**src/rtl/cnn_pkg.sv**
```systemverilog
// Shared pixel types and helpers for the gray/conv/relu/pool pipeline stages.
// No logic; constants and a combinational unsigned max only.
package cnn_pkg;

  localparam int PIX_W      = 8;
  localparam int IMG_W_DEF  = 220;
  localparam int CONV_W_DEF = 218;
  localparam int POOL_W_DEF = 109;

  typedef logic [PIX_W-1:0] pix_t;

  function automatic pix_t max_u(input pix_t a, input pix_t b);
    return (a > b) ? a : b;
  endfunction

endpackage

```
**src/rtl/pool_line_buf.sv**
```systemverilog
// Half-width line buffer: 1 write port, 1 combinational read port, no reset.
// Zero read latency; no backpressure (caller guarantees write/read never collide).
module pool_line_buf #(
  parameter int DEPTH = 109,
  parameter int WIDTH = 8,
  parameter int AW    = (DEPTH > 1) ? $clog2(DEPTH) : 1
) (
  input  logic             i_clk,
  input  logic             i_we,
  input  logic [AW-1:0]    i_waddr,
  input  logic [WIDTH-1:0] i_wdat,
  input  logic [AW-1:0]    i_raddr,
  output logic [WIDTH-1:0] o_rdat
);

  logic [WIDTH-1:0] r_mem [DEPTH];

  always_ff @(posedge i_clk) begin
    if (i_we) begin
      r_mem[i_waddr] <= i_wdat;
    end
  end

  assign o_rdat = r_mem[i_raddr];

endmodule

```
**src/rtl/max_pool_2x2.sv**
```systemverilog
// 2x2 stride-2 max pool over a raster pixel stream; 1 cycle from bottom-right pixel to valid_out.
// No backpressure: every valid_in pixel is consumed; out-of-window edge pixels are dropped.
module max_pool_2x2
  import cnn_pkg::*;
#(
  parameter int IMG_W  = 218,
  parameter int IMG_H  = 218,
  parameter int DATA_W = PIX_W
) (
  input  logic              clk,
  input  logic              rst,
  input  logic              valid_in,
  input  logic [DATA_W-1:0] in_pix,
  output logic              valid_out,
  output logic [DATA_W-1:0] out_pix,
  output logic              last_out
);

  localparam int PW = IMG_W / 2;
  localparam int PH = IMG_H / 2;
  localparam int CW = $clog2(IMG_W);
  localparam int RW = $clog2(IMG_H);
  localparam int AW = (PW > 1) ? $clog2(PW) : 1;

  localparam logic [CW-1:0] COL_MAX = CW'(IMG_W - 1);
  localparam logic [RW-1:0] ROW_MAX = RW'(IMG_H - 1);
  localparam logic [CW:0]   WIN_W   = (CW + 1)'(2 * PW);
  localparam logic [RW:0]   WIN_H   = (RW + 1)'(2 * PH);
  localparam logic [CW-1:0] LAST_C  = CW'(2 * PW - 1);
  localparam logic [RW-1:0] LAST_R  = RW'(2 * PH - 1);

  logic [CW-1:0]     r_col;
  logic [RW-1:0]     r_row;
  logic [DATA_W-1:0] r_hold;
  logic              r_valid_out;
  logic [DATA_W-1:0] r_out_pix;
  logic              r_last_out;

  logic              w_in_win;
  logic              w_odd_col;
  logic              w_odd_row;
  logic [AW-1:0]     w_lb_addr;
  logic              w_lb_we;
  logic [DATA_W-1:0] w_hmax;
  logic [DATA_W-1:0] w_lb_rdat;

  // Widened compares keep the window test correct when 2*PW is a power of two.
  assign w_in_win  = ({1'b0, r_col} < WIN_W) && ({1'b0, r_row} < WIN_H);
  assign w_odd_col = r_col[0];
  assign w_odd_row = r_row[0];
  assign w_lb_addr = AW'(r_col >> 1);
  assign w_hmax    = max_u(r_hold, in_pix);
  assign w_lb_we   = valid_in && w_in_win && w_odd_col && !w_odd_row;

  pool_line_buf #(
    .DEPTH (PW),
    .WIDTH (DATA_W),
    .AW    (AW)
  ) u_line_buf (
    .i_clk   (clk),
    .i_we    (w_lb_we),
    .i_waddr (w_lb_addr),
    .i_wdat  (w_hmax),
    .i_raddr (w_lb_addr),
    .o_rdat  (w_lb_rdat)
  );

  always_ff @(posedge clk or posedge rst) begin
    if (rst) begin
      r_col <= '0;
      r_row <= '0;
    end else if (valid_in) begin
      if (r_col == COL_MAX) begin
        r_col <= '0;
        r_row <= (r_row == ROW_MAX) ? '0 : r_row + 1'b1;
      end else begin
        r_col <= r_col + 1'b1;
      end
    end
  end

  always_ff @(posedge clk or posedge rst) begin
    if (rst) begin
      r_hold      <= '0;
      r_valid_out <= 1'b0;
      r_out_pix   <= '0;
      r_last_out  <= 1'b0;
    end else begin
      r_valid_out <= 1'b0;
      r_last_out  <= 1'b0;
      if (valid_in && w_in_win) begin
        if (!w_odd_col) begin
          r_hold <= in_pix;
        end else if (w_odd_row) begin
          r_out_pix   <= max_u(w_lb_rdat, w_hmax);
          r_valid_out <= 1'b1;
          r_last_out  <= (r_col == LAST_C) && (r_row == LAST_R);
        end
      end
    end
  end

  assign valid_out = r_valid_out;
  assign out_pix   = r_out_pix;
  assign last_out  = r_last_out;

endmodule

```
**config.mk**
```make
export PLATFORM = sky130hd
export DESIGN_NAME = max_pool_2x2
export DESIGN_NICKNAME = d
export VERILOG_FILES = /design/src/rtl/cnn_pkg.sv /design/src/rtl/pool_line_buf.sv /design/src/rtl/max_pool_2x2.sv
export SDC_FILE = /design/constraint.sdc
export NUM_CORES = 1
export LEC_CHECK = 0
export ABC_AREA = 0
export ABC_CLOCK_PERIOD_IN_PS = 10800
export CAP_MARGIN = 20
export CORE_MARGIN = 8
export CORE_UTILIZATION = 51
export DETAILED_ROUTE_END_ITERATION = 8
export GPL_ROUTABILITY_DRIVEN = 0
export HOLD_SLACK_MARGIN = 0.08
export MAX_ROUTING_LAYER = met4
export PLACE_DENSITY_LB_ADDON = 0.1
export SLEW_MARGIN = 20
export SYNTH_ARGS = -nofsm -noshare
export SYNTH_HDL_FRONTEND = slang
export SYNTH_HIERARCHICAL = 1
export SYNTH_SLANG_ARGS = --single-unit
```
**constraint.sdc**
```tcl
create_clock -name clk -period 10.8 [get_ports clk]
set_input_delay 2.16 -clock clk [delete_from_list [all_inputs] [get_ports clk]]
set_output_delay 2.16 -clock clk [all_outputs]
set_load 0.02 [all_outputs]
```
==> results.yml <==
status:
  status: "complete, no violations"
sta:
  fin_skew_ns: 0.02073
  max_freq_mhz: 170.0
  fin_tns_setup_ns: 0
  tightest_slew_ns: 1.162
  hold_viol: 0
  fin_ws_ns: 4.918
  min_period_over_period_pct: 54.46
  max_slew_margin_pct: 22.31
  rsz0062_at_grt: "false"
  period_needed_ns: 5.882
  maxSlewViolCount: 0
  setup_viol: 0
place:
  pre_cts_ws_ns: 4.118
  placed_area_um2: 37600
  port-buffer-count: 20
  hpwl_um: 52470
grt:
  use_met2_pct: 34.18
  busiest_layer: "met2"
  grtUsageTotal_pct: 22.14
  use_met3_pct: 3.146
  grtUsageMet1_pct: 31.66
  grt-ovfl-total: 0
  grt_pass1_wl_um: 129000
  antenna_found_initial: 0
  grt_max_degree: 110
  grt_pass1_vias: 18380
finish:
  synthToLayoutAreaGrowth_pct: 11.25
  layout.area.seq_um2: 27050
  fillers: 5337
  finish.net_count: 1968
  design_area_um2: 40520
  multiInputGateArea_um2: 8740
  diodes: 0
  drive_gt1_share_pct: 20.59
  fin_util_pct: 56.97
worst_setup_path:
  crit_path_end_kind: "flop"
  reg2reg_depth: 14
  startpoint_type: "flop"
  crit_fanout: 81
  crit_arrival_ns: 6.39
  required_ns: 11.31
  criticalPathCategory: "reg2reg"
yosys:
  ys_types: 68
  avgSynthCellArea_um2: 19.31
  synth_area_leaders: "edfxtp_1 (72%), mux4_2 (13%), dfrtp_1 (2.3%)"
  syn-cell-area_um2: 36420
  ys.flop_type: "edfxtp_1"
  yosysMostFrequentCell: "edfxtp_1"
  synth_nets: 1917
  syn_inst: 1886
  ys_async_sr_fraction_pct: 3.753
  synth_top_area_share_pct: 71.90
  synth_warnings: 6
  netlist.top_cell.by_area: "edfxtp_1"
  yosys-top-cells-count: "edfxtp_1 (872), mux4_2 (211), nor2_1 (136), nand2_1 (117), mux2i_1 (70)"
  yosys_register_bits: 906
  yosysSeqAreaShare_pct: 74.24
  synth_edf_count: 872
floorplanning:
  io_pins: 21
  dieWidth_um: 283.2
  die-area_um2: 80210
  start_util_pct: 51.21
  num_rows: 98
  die_h_um: 283.2
  coreArea_um2: 71120
cts:
  cts_buffers: 92
  clockBufferDepth: 3
  cts_tree: "yes"
  htree_levels: 3
  cts_hold_buf: 0
  post_cts_resized: 0
  worstSkewPairLatency_ns: 0.63
  clkSinkCount: 906
  cts_root_buf: "clkbuf_16"
  post-cts-setup-buffers: 0
  cts.reportedPaths.clkPinSlew_ns: 0.06
power:
  irDropWorstVdd_uv: 345.2
  power.density_nw_per_um2: 249.3
  power.total_uw: 10100
  leakagePower_uw: 0.01284
routing:
  drtIter0Drc: 2093
  ant_nets: 0
  wl_per_cell_um: 29.42
  vias: 18500
  dr.pass1.iters: 6
  viasPerCell: 6.248
  wl_um: 87100
  drc: 0
hold_path:
  holdPathStages: 1
  hold_class: "reg2reg"
flow_run:
  maxCapViolations: 0
## sequential cells by signal, indices dropped and copies added, names as in the netlist
register / count
out_pix: 8
valid_out: 1
u_line_buf/r_mem: 872
r_col: 8
last_out: 1
r_hold: 8
r_row: 8
## final cells by class
| type | instances | share of cell area, % |
|---|---|---|
| clock buffer | 113 | 6.034 |
| clock inverter | 55 | 1.078 |
| inverter | 33 | 0.3057 |
| multi-input combinational | 847 | 21.57 |
| sequential | 906 | 66.77 |
| tap | 950 | 2.934 |
| timing repair buffer | 57 | 1.309 |
## power by group
group | internal, uW | leakage [uW] | switching, uW | total, uW
logic | 1020 | 0.00313 | 1770 | 2790
registers | 4130 | 0.00828 | 123 | 4260
clock network | 1750 | 0.00142 | 1300 | 3050
total | 6910 | 0.0128 | 3190 | 10100
## metrics by stage
| step | std cells | hold slack, ns |
|---|---|---|
| 6_report | 2961 | 0.5206 |
| 5_1_grt | 2961 | 0.5212 |
| 4_1_cts | 2960 | 0.5232 |
| 3_5_place_dp | 2792 | 0.5060 |
| 3_3_place_gp | 2792 | 0.4687 |
| 2_1_floorplan | 1886 | 0.4456 |
## critical path, stage by stage, from the launching register on
cell and delay, ns:
dfrtp_4 0.60, buf_12 0.50, buf_4 0.71, nor2b_1 0.82, a22oi_1 0.17, a31oi_1 0.53, o21ai_0 0.14, o211ai_1 0.15
nor3_1 0.13, ha_1 0.34, nand4_1 0.12, or2_2 0.32, a22oi_2 0.55, a31oi_1 0.17, mux2_2 0.28
## logic make-up (layout without fill, tap and decap cells)
kind of cell / count (synthesis) / count (layout) / share of synthesized area (%)
buf+inv: 133 / 258 / 1.927
compound gates: 175 / 175 / 3.398
fa+ha+maj: 20 / 20 / 0.6871
flops: 906 / 906 / 74.24
simple gates: 360 / 360 / 4.453
mux: 288 / 288 / 15.20
xor+xnor: 4 / 4 / 0.09622
## worst paths after layout
kind / to / slack [ns] / start
worst max-delay path: out_pix[0]$_DFFE_PP0P_ / 4.92 / r_col[1]$_DFFE_PP0P_
worst min-delay path: r_row[7]$_DFFE_PP0P_ / 0.52 / r_row[7]$_DFFE_PP0P_
worst max register to register: out_pix[0]$_DFFE_PP0P_ / 4.92 / r_col[1]$_DFFE_PP0P_
worst min register to register: r_row[7]$_DFFE_PP0P_ / 0.52 / r_row[7]$_DFFE_PP0P_
max in group asynchronous: r_col[4]$_DFFE_PP0P_ / 8.50 / rst
min in group asynchronous: r_hold[6]$_DFFE_PP0P_ / 1.94 / rst
## placed cells by master (no fill, tap or decap), types with 24 or more instances in the layout
cell type,netlist,final
o21ai_0,32,31
inv_1,33,32
clkbuf_16,0,95
nand2_1,117,109
a21oi_1,28,28
mux2i_1,70,70
edfxtp_1,872,872
clkinv_1,0,24
dfrtp_1,34,30
mux4_2,211,211
buf_4,24,32
a22oi_1,24,24
nand3_1,33,33
nor2_1,136,136
## metal layers
layer | share of wire [%] | wire (um)
met5 | 0 | 0
met4 | 1.8 | 1576
met3 | 6.9 | 6022
met2 | 48 | 41800
met1 | 43 | 37700
(Power assumes the default switching activity.)
